`src/rtl/diff_freq_cmd_scheduler.sv`:
```
// diff_freq_cmd_scheduler
//   Parses framed UART commands (0xA5, CMD, CHAN, LEN, payload, CHK) and
//   turns them into datapath configuration writes, per-channel start/stop
//   pulses and a one-byte ACK/NAK response.
//
// Ports
//   clk_i, rst_i      clock, synchronous active-high reset
//   rx_data_i         received UART byte, valid while rx_done_tick_i = 1
//   rx_done_tick_i    one-cycle receive strobe
//   tx_busy_i         UART transmitter busy
//   tx_start_o        one-cycle strobe sending tx_data_o
//   tx_data_o         response byte (0x06 ACK, 0x15 NAK)
//   cfg_we_o          configuration write strobe
//   cfg_chan_o        target channel of the write
//   cfg_addr_o        configuration register index
//   cfg_data_o        configuration write data
//   start_o, stop_o   one-cycle per-channel start / stop pulses
//   err_o             one-cycle pulse on NAK or inter-byte timeout
//
// state   | meaning
// --------+----------------------------------------------------------
// IDLE    | hunting for the 0xA5 start byte
// CMD     | waiting for the command byte
// CHAN    | waiting for the channel byte
// LEN     | waiting for the length byte, frame legality decided here
// PAYLOAD | buffering payload bytes 0..LEN-1
// CHK     | waiting for the checksum byte
// EXEC    | one configuration write per cycle, index 0..LEN-1
// ACT     | start/stop pulse cycle
// RESP    | holding ACK/NAK until the transmitter is free

module diff_freq_cmd_scheduler #(
    parameter int DATA_BIT       = 8,
    parameter int OUTPUT_NUM     = 16,
    parameter int PAYLOAD_MAX    = 4,
    parameter int TIMEOUT_CYCLES = 100000,
    localparam int CW = (OUTPUT_NUM  > 1) ? $clog2(OUTPUT_NUM)  : 1,
    localparam int AW = (PAYLOAD_MAX > 1) ? $clog2(PAYLOAD_MAX) : 1
) (
    input  logic                  clk_i,
    input  logic                  rst_i,
    input  logic [DATA_BIT-1:0]   rx_data_i,
    input  logic                  rx_done_tick_i,
    input  logic                  tx_busy_i,
    output logic                  tx_start_o,
    output logic [DATA_BIT-1:0]   tx_data_o,
    output logic                  cfg_we_o,
    output logic [CW-1:0]         cfg_chan_o,
    output logic [AW-1:0]         cfg_addr_o,
    output logic [DATA_BIT-1:0]   cfg_data_o,
    output logic [OUTPUT_NUM-1:0] start_o,
    output logic [OUTPUT_NUM-1:0] stop_o,
    output logic                  err_o
);

    localparam int TW = $clog2(TIMEOUT_CYCLES + 1);

    localparam logic [3:0] S_IDLE = 4'd0;
    localparam logic [3:0] S_CMD  = 4'd1;
    localparam logic [3:0] S_CHAN = 4'd2;
    localparam logic [3:0] S_LEN  = 4'd3;
    localparam logic [3:0] S_PAY  = 4'd4;
    localparam logic [3:0] S_CHK  = 4'd5;
    localparam logic [3:0] S_EXEC = 4'd6;
    localparam logic [3:0] S_ACT  = 4'd7;
    localparam logic [3:0] S_RESP = 4'd8;

    localparam logic [DATA_BIT-1:0] SOF           = DATA_BIT'(8'hA5);
    localparam logic [DATA_BIT-1:0] ACK           = DATA_BIT'(8'h06);
    localparam logic [DATA_BIT-1:0] NAK           = DATA_BIT'(8'h15);
    localparam logic [DATA_BIT-1:0] CMD_WRITE     = DATA_BIT'(8'h01);
    localparam logic [DATA_BIT-1:0] CMD_START     = DATA_BIT'(8'h02);
    localparam logic [DATA_BIT-1:0] CMD_STOP      = DATA_BIT'(8'h03);
    localparam logic [DATA_BIT-1:0] CMD_START_ALL = DATA_BIT'(8'h04);

    logic [3:0]          state_q, state_d;
    logic [DATA_BIT-1:0] cmd_q, cmd_d;
    logic [DATA_BIT-1:0] chan_q, chan_d;
    logic [DATA_BIT-1:0] len_q, len_d;
    logic [DATA_BIT-1:0] chk_q, chk_d;
    logic [AW:0]         idx_q, idx_d;
    logic [TW-1:0]       cnt_q, cnt_d;
    logic [DATA_BIT-1:0] resp_q, resp_d;
    logic                err_q, err_d;
    logic [DATA_BIT-1:0] pay_q [PAYLOAD_MAX];
    logic                pay_we;

    logic                rx_state;
    logic                timeout;
    logic                frame_bad;
    logic                last_idx;
    logic [OUTPUT_NUM-1:0] chan_onehot;

    assign rx_state = (state_q >= S_CMD) && (state_q <= S_CHK);
    assign timeout  = rx_state && !rx_done_tick_i && (cnt_q == TW'(TIMEOUT_CYCLES - 1));
    assign last_idx = (int'(idx_q) == int'(len_q) - 1);

    // Evaluated on the LEN tick, so the length is taken straight from rx_data_i.
    assign frame_bad = !(cmd_q == CMD_WRITE || cmd_q == CMD_START ||
                         cmd_q == CMD_STOP  || cmd_q == CMD_START_ALL)
                    || (int'(rx_data_i) > PAYLOAD_MAX)
                    || (cmd_q != CMD_START_ALL && int'(chan_q) >= OUTPUT_NUM)
                    || (cmd_q != CMD_WRITE && rx_data_i != '0);

    always_comb begin
        state_d = state_q;
        cmd_d   = cmd_q;
        chan_d  = chan_q;
        len_d   = len_q;
        chk_d   = chk_q;
        idx_d   = idx_q;
        resp_d  = resp_q;
        err_d   = 1'b0;
        pay_we  = 1'b0;
        cnt_d   = '0;
        if (rx_state && !rx_done_tick_i) begin
            cnt_d = cnt_q + TW'(1);
        end
        case (state_q)
            S_IDLE: if (rx_done_tick_i && rx_data_i == SOF) state_d = S_CMD;
            S_CMD: if (rx_done_tick_i) begin
                cmd_d   = rx_data_i;
                chk_d   = rx_data_i;
                state_d = S_CHAN;
            end
            S_CHAN: if (rx_done_tick_i) begin
                chan_d  = rx_data_i;
                chk_d   = chk_q ^ rx_data_i;
                state_d = S_LEN;
            end
            S_LEN: if (rx_done_tick_i) begin
                len_d = rx_data_i;
                chk_d = chk_q ^ rx_data_i;
                idx_d = '0;
                if (frame_bad) begin
                    resp_d  = NAK;
                    err_d   = 1'b1;
                    state_d = S_RESP;
                end else if (rx_data_i == '0) begin
                    state_d = S_CHK;
                end else begin
                    state_d = S_PAY;
                end
            end
            S_PAY: if (rx_done_tick_i) begin
                pay_we = 1'b1;
                chk_d  = chk_q ^ rx_data_i;
                idx_d  = idx_q + (AW+1)'(1);
                if (last_idx) state_d = S_CHK;
            end
            S_CHK: if (rx_done_tick_i) begin
                idx_d = '0;
                if (rx_data_i == chk_q) begin
                    state_d = (len_q == '0) ? S_ACT : S_EXEC;
                end else begin
                    resp_d  = NAK;
                    err_d   = 1'b1;
                    state_d = S_RESP;
                end
            end
            S_EXEC: begin
                idx_d = idx_q + (AW+1)'(1);
                if (last_idx) state_d = S_ACT;
            end
            S_ACT: begin
                resp_d  = ACK;
                state_d = S_RESP;
            end
            S_RESP: if (!tx_busy_i) state_d = S_IDLE;
            default: state_d = S_IDLE;
        endcase
        // A timeout only fires on a cycle without a tick, so nothing above moved.
        if (timeout) begin
            state_d = S_IDLE;
            err_d   = 1'b1;
        end
    end

    always_ff @(posedge clk_i) begin
        if (rst_i) begin
            state_q <= S_IDLE;
            cmd_q   <= '0;
            chan_q  <= '0;
            len_q   <= '0;
            chk_q   <= '0;
            idx_q   <= '0;
            cnt_q   <= '0;
            resp_q  <= '0;
            err_q   <= 1'b0;
            for (int i = 0; i < PAYLOAD_MAX; i++) pay_q[i] <= '0;
        end else begin
            state_q <= state_d;
            cmd_q   <= cmd_d;
            chan_q  <= chan_d;
            len_q   <= len_d;
            chk_q   <= chk_d;
            idx_q   <= idx_d;
            cnt_q   <= cnt_d;
            resp_q  <= resp_d;
            err_q   <= err_d;
            if (pay_we) pay_q[idx_q[AW-1:0]] <= rx_data_i;
        end
    end

    assign chan_onehot = OUTPUT_NUM'(1) << chan_q[CW-1:0];

    assign cfg_we_o   = (state_q == S_EXEC);
    assign cfg_chan_o = cfg_we_o ? chan_q[CW-1:0]          : '0;
    assign cfg_addr_o = cfg_we_o ? idx_q[AW-1:0]           : '0;
    assign cfg_data_o = cfg_we_o ? pay_q[idx_q[AW-1:0]]    : '0;

    assign start_o = (state_q != S_ACT)         ? '0 :
                     (cmd_q == CMD_START)       ? chan_onehot :
                     (cmd_q == CMD_START_ALL)   ? {OUTPUT_NUM{1'b1}} : '0;
    assign stop_o  = (state_q == S_ACT && cmd_q == CMD_STOP) ? chan_onehot : '0;

    assign tx_start_o = (state_q == S_RESP) && !tx_busy_i;
    assign tx_data_o  = resp_q;
    assign err_o      = err_q;

endmodule

```
`config.mk`:
```
export PLATFORM = sky130hd
export DESIGN_NAME = diff_freq_cmd_scheduler
export DESIGN_NICKNAME = d
export VERILOG_FILES = /design/src/rtl/diff_freq_cmd_scheduler.sv
export SDC_FILE = /design/constraint.sdc
export NUM_CORES = 1
export LEC_CHECK = 0
export CAP_MARGIN = 30
export CORE_ASPECT_RATIO = 0.8
export CORE_MARGIN = 2
export CORE_UTILIZATION = 52
export CTS_BUF_LIST = sky130_fd_sc_hd__clkbuf_8
export CTS_CLUSTER_DIAMETER = 100
export DETAILED_ROUTE_END_ITERATION = 8
export PLACE_DENSITY = 0.77
export SYNTH_ARGS = -nofsm -noshare
export SYNTH_HDL_FRONTEND = slang
export SYNTH_SLANG_ARGS = --single-unit
```
`constraint.sdc`:
```
create_clock -name clk_i -period 2.1 [get_ports clk_i]
set_clock_uncertainty 0.2 [all_clocks]
set_input_delay 0.42 -clock clk_i [delete_from_list [all_inputs] [get_ports clk_i]]
set_output_delay 0.42 -clock clk_i [all_outputs]
set_load 0.05 [all_outputs]
```
Word-level counts from Yosys, hierarchy flattened:

Memories as Yosys holds them, arrays and structs flattened. A register that Yosys moved wholly into a read port is not among the register bits.
Cells that the tools add are included.

* word-level logic and storage cells: 138
* latch bits: 0
* bits in read-only memories: 0
* memories kept: 1
* input bits: 12
* bits in writable memories: 32
* bits in registers: 65

Memories
* pay_q: words 4, bits a word 8, read ports 1, clocked after memory_dff 1, wr ports 4, line 85 `logic [DATA_BIT-1:0] pay_q [PAYLOAD_MAX];`

* reductions and logical operators: 36
* $add $sub $neg: 3
* magnitude comparators: 4
* bitwise gates (word level): 2
* equality and inequality tests: 32
* div/mod/pow operators: 0
* multiplexer cells: 50
* shift operators: 1
* $mul: 0

Operators with widths (number)
* 16-bit two-way mux: 4
* 8-bit two-way mux: 8
* 4-bit two-way mux: 12
* 4-bit one-hot mux with 9 select lines: 1
* 8-bit one-hot mux with 3 select lines: 1
* 2-bit inequality test (second input constant): 10
* 17-bit by 1-bit adder with 17-bit output (second input constant): 1
* 17-bit == test (second input constant): 1
* 4-bit by 3-bit == test with 1-bit output (second input constant): 4
* 8-bit by 2-bit == test with 1-bit output (second input constant): 2
* 8-bit zero test: 2
* 8-bit one-hot mux with 2 select lines: 1
* 1-bit by 4-bit left shift with 16-bit output (first input constant): 1
* 1-bit two-way mux: 15
* 4-bit by 9-bit == test with 1-bit output: 1
* 3-bit one-hot mux with 3 select lines: 1
* 9-bit AND reduction: 1
* 8-bit by 1-bit subtractor with 9-bit output (second input constant): 1
* 4-bit by 2-bit == test with 1-bit output (second input constant): 2
* 8-bit by 1-bit == test with 1-bit output (second input constant): 1
* 8-bit by 3-bit == test with 1-bit output (second input constant): 1
* 8-bit == test: 1
* 8-bit == test (second input constant): 1
* 8-bit by 5-bit greater-or-equal comparator with 1-bit output (second input constant): 1
* 28 further kinds: 54

Longest topological paths before layout:

Gate-level depths: netlist (run 1).

* depth in word-level cells: 12
* depth in mapped cells: 9
* depth with buffers taken out: 8

Worst setup path before layout (run 1):

No wires, ideal clock.

* path kind: reg-to-output
* start point: register state_q[1]
* end point: output port stop_o[3]
* arrival: 2.567 ns
* required time: 1.480 ns
* setup slack: -1.087 ns
* path buffers: 3
* cell stages (with the launch flop): 9
* cell sequence: dfxtp_1 -> buf_2 -> nor2b_1 -> clkbuf_1 -> and3_1 -> clkbuf_1 -> and4_1 -> nand3_1 -> nor3_1

* word-level cells in the longest chain between the ends: 3

RTL lines
* from (decl): line 76 `logic [3:0] state_q, state_d;`
* from (signal assigned): line 192 `state_q <= state_d;`
* 4-bit by 3-bit == test with 1-bit output: line 215 `assign stop_o = (state_q == S_ACT && cmd_q == CMD_STOP) ? chan_onehot : '0;`
* 1-bit logical AND: line 215
* 16-bit two-way mux: line 215
* to (decl): line 52 `output logic [OUTPUT_NUM-1:0] stop_o,`

Every way passes these cells.

Final worst setup path (run 1):

* start point: register cmd_q[6]
* end point: output port stop_o[3]

* word-level cells in the longest chain between the ends: 3

RTL lines
* from (decl): line 77 `logic [DATA_BIT-1:0] cmd_q, cmd_d;`
* from (signal assigned): line 193 `cmd_q <= cmd_d;`
* 8-bit by 2-bit == test with 1-bit output: line 215
* 1-bit logical AND: line 215
* 16-bit two-way mux: line 215

Every way passes these cells.

==> flow_metrics.env, run 1 <==
export IMPL_dieArea_sq_um=10520
export IMPL_grt_pass1_vias=4735
export IMPL_gr_usage_all_layers_pct=28.58
export IMPL_syn_inst=563
export IMPL_avgSynthCellArea_sq_um=8.972
export IMPL_via_count=4773
export IMPL_setup_viol=56
export IMPL_insertion_delay_ps=370
export IMPL_drtIter0Drc=295
export IMPL_postSynth_asyncResetShare_pct=0
export IMPL_p_leak_nw=2.831
export IMPL_clk_path_buf_depth=2
export IMPL_routed_wl_um=14950
export IMPL_dp_hpwl_um=9727
export IMPL_grt_max_degree=26
export IMPL_intPower_w=0.002434
export IMPL_synth_most_common_cell="nor2_1"
export IMPL_synthTopCellsByArea="dfxtp_1 (25%), edfxtp_1 (19%), nor2_1 (6.1%)"
export IMPL_cp_data_arrival_time_ps=1960
export IMPL_placed_area_sq_um=7061
export IMPL_port_buffer_count=64
export IMPL_root_buffer="clkbuf_8"
export IMPL_area_growth_pct=53.13
export IMPL_cts_buffers=9
export IMPL_peakVddDrop_uv=455.3
export IMPL_pwr_share_comb_pct=5.8
export IMPL_ys_ff_latch=94
export IMPL_cts_sinks=94
export IMPL_drive_gt1_share_pct=39.80
export IMPL_seqPwrFrac_pct=59.8
export IMPL_relSlewSlack_pct=61.73
export IMPL_cts_tree="yes"
export IMPL_drt_first_pass_iters=5
export IMPL_p_sw_w=0.0007553
export IMPL_slew_violations=0
export IMPL_layout_setup_ws_ps=-479.6
export IMPL_grt_pass1_wl_um=23470
export IMPL_holdBufCountCts=0
export IMPL_final_nets=702
export IMPL_syn_area_sq_um=5051
export IMPL_cp_required_ps=1480
export IMPL_synth_edf_count=32
export IMPL_period_share_pct=122.8
export IMPL_via_per_inst=5.893
export IMPL_htree_levels=3
export IMPL_gp_congestion=0.8586
export IMPL_p_clk_share_pct=34.4
export IMPL_floorplan_rows=32
export IMPL_crit_fanout=4
export IMPL_die_h_um=92.15
export IMPL_crit_path_cell_trace="nor3_2, nand2_2, nor2_4, and4_4, nand3_4, nor3_4, buf_12"
export IMPL_finalHoldViolCount=0
export IMPL_ys_seq_area_share_pct=43.60
export IMPL_synth_commonest_cells="nor2_1 (82), dfxtp_1 (62), nand2_1 (41), a21oi_1 (36), and2_1 (34)"
export IMPL_cpMaxStageDelayCell="dfxtp_2"
export IMPL_wl_per_cell_um=18.46
export IMPL_yosys_warnings=0
export IMPL_crit_type="flop to output pin"
export IMPL_slowest_delay_ps=330
export IMPL_ant_nets=0
export IMPL_final_area_sq_um=7735
export IMPL_core_sq_um=9529
export IMPL_synth_top_area_cell="dfxtp_1"
export IMPL_synthFlopType="dfxtp_1"
export IMPL_fmax_mhz=387.7
export IMPL_worst_setup_path_end_kind="output pin"
export IMPL_overflow=0
export IMPL_swShare_pct=23.68
export IMPL_violations="setup timing"
export IMPL_final_core_util_pct=81.17
export IMPL_holdCritPathClass="flop to flop"
export IMPL_cellPowerDensity_nw_per_um2=412.3
export IMPL_rsz0062_at_grt="true"
export IMPL_status="finished with violations"
export IMPL_ys_types=56
export IMPL_post_route_min_period_ps=2580
export IMPL_start_util_pct=53.01
export IMPL_antenna_diode_count=0
export IMPL_drc=0
export IMPL_clk_pin_slew_ps=90
export IMPL_die_x_um=114.2
export IMPL_antenna_found_initial=0
export IMPL_worstSetupStartpointType="flop"
export IMPL_worstMarginPinSlew_ps=566.6
export IMPL_yosys_area_top_type_share_pct=24.57
export IMPL_ios=69
export IMPL_maxCapViolCount=0
-- logic make-up (layout without fill, tap and decap cells) --
logic type | count (synthesis) | after routing | share of synthesized area, %
buf+inv | 55 | 180 | 5.128
xor+xnor | 26 | 26 | 4.508
fa+ha+maj | 5 | 5 | 1.189
compound gates | 82 | 82 | 9.983
simple gates | 267 | 267 | 27.00
other cells | 1 | 4 | 0.07424
mux | 33 | 33 | 8.521
flops | 94 | 94 | 43.60
-- final cells by class --
type	count	area (sq um)
Multi-Input combinational cell	417	3246
Sequential cell	94	2215
Timing Repair Buffer	156	1921
Fill cell	539	1794
Tap cell	119	148.9
Clock buffer	10	137.6
Clock inverter	6	37.54
Inverter	8	30.03
-- power by group through the flow --
stage	clock network (W)	logic [W]	registers, W
global placement	0	0.000168	0.00195
global route	0.00118	0.000194	0.00191
finish	0.00110	0.000184	0.00191
floorplan	0	0.0000934	0.00195
detailed placement	0	0.000171	0.00195
CTS	0.00111	0.000175	0.00191
-- critical path, delay by kind of cell, from the launching register on --
family,cells,cell delay (ps)
AND/OR/NAND/NOR,6,1090
buffers and inverters,1,160
flip-flops,1,330
-- repair_timing --
item	CTS	global route
pin swaps	28	8
setup endpoints to repair	72	97
gates cloned	2	1
buffers inserted	13	5
gates resized for setup	56	36
-- per-layer routing --
layer	track usage [%]	share of wire, %
met1	34.81	39
met2	50.30	51
met3	5.354	6.8
met4	10.47	3.0
met5	0	0
-- flip-flops by register name, summed over array words and instances, names as in the netlist, named ones only --
name,flops
len_q,8
tx_data_o,3
state_q,4
cmd_q,8
idx_q,3
chan_q,8
cnt_q,17
chk_q,8
pay_q,32
err_o,1
-- stage by stage --
stage	hold slack [ps]	setup slack (ps)	instances	TNS, ps	total power [W]
2_1_floorplan	217.5	-460.4	566	-12030	0.002039
3_3_place_gp	225.6	-417.0	776	-17290	0.002114
3_5_place_dp	248.8	-462.9	776	-23690	0.002120
4_1_cts	268.1	-449.1	807	-16050	0.003196
5_1_grt	283.9	-543.3	810	-20800	0.003279
6_report	271.0	-479.6	810	-17250	0.003189
-- cells in the final DEF (no fill, tap or decap), types with 16 or more instances in the layout --
cell / instances
and2_1: 32
nor2_1: 67
buf_4: 80
edfxtp_1: 32
dfxtp_1: 54
mux2i_1: 25
buf_12: 53
nand2_1: 35
nand3_1: 20
a21oi_4: 16
-- path summary, 6_finish.rpt --
check	start	end	slack, ps	cells after the start
hold / removal	cnt_q[0]$_SDFF_PP0_	cnt_q[0]$_SDFF_PP0_	270	1
setup reg to reg	cmd_q[6]$_SDFFE_PP0P_	tx_data_o[0]$_SDFFE_PP0P_	-220	9
setup / recovery	cmd_q[6]$_SDFFE_PP0P_	stop_o[3]	-480	7
hold reg to reg	cnt_q[0]$_SDFF_PP0_	cnt_q[0]$_SDFF_PP0_	270	1
Note: power is estimated with default switching activity, not from simulation.
==> run 2, diff against run 1 <==
Settings changed: CORE_UTILIZATION 52 to 50, PLACE_DENSITY 0.77 to 0.75.
==> run 2 against run 1 <==
The run still ends with setup timing left. Final area is 0.18% higher. Utilization is 1.5 points lower. Hold slack worse by 20 ps. Critical path depth is 1 higher. Total power is 5.2% higher. Cell count is 1.6% higher. Sequential power hardly changed. First-iteration DRC count stayed put. Highest routed layer unchanged.
==> flow_metrics.env, run 2 (synthesis gave the netlist of run 1 again) <==
export IMPL_layout_cells_most_common="buf_4"
export IMPL_dp_cells=792
export IMPL_antenna_found_initial=0
export IMPL_instances_no_fill=823
export IMPL_grt_pass1_vias=4595
export IMPL_drc=0
export IMPL_start_util_pct=51.92
export IMPL_dieArea_sq_um=10930
export IMPL_root_buffer="clkbuf_8"
export IMPL_gp_congestion=1.010
export IMPL_grt_pass1_wl_um=22870
export IMPL_largest_reg_flops=32
export IMPL_setup_viol=55
export IMPL_gr_usage_all_layers_pct=27.09
export IMPL_die_x_um=116.4
export IMPL_drive_gt1_share_pct=38.57
export IMPL_whs_ps=250.7
export IMPL_r2r_slack_ps=-230
export IMPL_insertion_delay_ps=370
export IMPL_relSlewSlack_pct=42.92
export IMPL_via_per_inst=5.640
export IMPL_rsz0062_at_grt="true"
export IMPL_ant_nets=0
export IMPL_p_leak_nw=2.784
export IMPL_ios=69
export IMPL_die_h_um=93.90
export IMPL_port_buffer_count=64
export IMPL_finalSetupTns_ps=-16850
export IMPL_crit_fanout=4
export IMPL_layout_setup_ws_ps=-465.1
export IMPL_status="finished with violations"
export IMPL_finalHoldViolCount=0
export IMPL_drtIter0Drc=295
export IMPL_cellPowerDensity_nw_per_um2=433.0
export IMPL_dp_hpwl_um=9898
export IMPL_via_count=4642
export IMPL_final_nets=698
export IMPL_cts_buffers=9
export IMPL_maxCapViolCount=0
export IMPL_post_route_min_period_ps=2565
export IMPL_holdCritPathClass="flop to flop"
export IMPL_floorplan_rows=32
export IMPL_largest_registers="pay_q: 32 flops, cnt_q: 17 flops"
export IMPL_cts_tree="yes"
export IMPL_core_sq_um=9729
export IMPL_worstMarginPinSlew_ps=845.1
export IMPL_area_growth_pct=53.41
export IMPL_grt_max_degree=27
export IMPL_clk_pin_slew_ps=80
export IMPL_most_common_layout_cells="buf_4 (78), nor2_1 (67), dfxtp_1 (53), buf_12 (53), nand2_1 (36)"
export IMPL_cp_data_arrival_time_ps=1950
export IMPL_cts_sinks=94
export IMPL_period_share_pct=122.1
export IMPL_fmax_mhz=389.8
export IMPL_wl_per_cell_um=17.73
export IMPL_drt_first_pass_iters=5
export IMPL_antenna_diode_count=0
export IMPL_violations="setup timing"
export IMPL_top_register="pay_q"
export IMPL_worst_setup_path_end_kind="output pin"
export IMPL_htree_levels=3
export IMPL_routed_wl_um=14590
export IMPL_overflow=0
export IMPL_clk_path_buf_depth=2
export IMPL_peakVddDrop_uv=517.6
export IMPL_worstSetupStartpointType="flop"
export IMPL_cp_required_ps=1480
export IMPL_crit_type="flop to output pin"
export IMPL_pre_cts_ws_ps=-446.5
export IMPL_slew_violations=0
## run 2: cell count changes in the layout (fill, tap and decap cells not counted), sizes merged
cell,change
clkdlybuf4s50,-1
inv,-1
bufinv,+2
dlymetal6s2s,+1
dlygate4sd2,+1
buf,-6
## run 2: area by class of cell
class                   instances  area (sq um)
inverters                       8         30.03
repair buffers                152          1901
well taps                     136         170.2
flip-flops and latches         94          2216
clock buffers                   9         123.9
clock inverters                 7         81.33
fillers                       594          1981
multi-input cells             417          3227
## run 2: path summary, 6_finish.rpt
| path | startpoint | end | depth (start not counted) |
|---|---|---|---|
| worst min-delay path | cnt_q[0]$_SDFF_PP0_ | cnt_q[0]$_SDFF_PP0_ | 1 |
| worst max-delay path | cmd_q[6]$_SDFFE_PP0P_ | stop_o[0] | 8 |
| worst max register to register | chan_q[4]$_SDFFE_PP0P_ | state_q[2]$_SDFFE_PP0P_ | 7 |
| worst min register to register | cnt_q[0]$_SDFF_PP0_ | cnt_q[0]$_SDFF_PP0_ | 1 |
## run 2: critical path: stages (launching register included)
cell and delay, ps:
dfxtp_2 340, nor3_4 180, nand2_2 100, nor2_2 120, and4_4 270, buf_12 150, nand2_8 80, nor3_4 180
buf_12 160
## run 2: layer usage
layer	up-vias	global-route usage, %	share of wire, %
met3	25	5.806	4.2
met4	0	7.143	1.7
met1	2270	34.14	42
met2	142	47.09	52
met5	-	0	0
li1	2205	-	-
## run 2: per-stage QoR
step	util, %	instance area, sq um	power, W
after floorplan	-	5425	0.002039
after global placement	72.48	7052	0.002112
after detailed placement	72.48	7052	0.002117
after CTS	77.11	7502	0.003372
after global routing	79.64	7749	0.003456
final	79.64	7749	0.003355
## run 2: power breakdown
group	internal [W]	switching, W
clock	0.000654	0.000616
sequential	0.00190	0.00000884
combinational	0.0000721	0.000105
total	0.00263	0.000730
## run 2: timing repair
action                     in CTS  in global routing
hold buffers                    0                  0
pin swaps                      28                 21
setup endpoints to repair      73                 98
buffers inserted                6                  7
gates resized for setup        45                 34
gates cloned                    1                  2
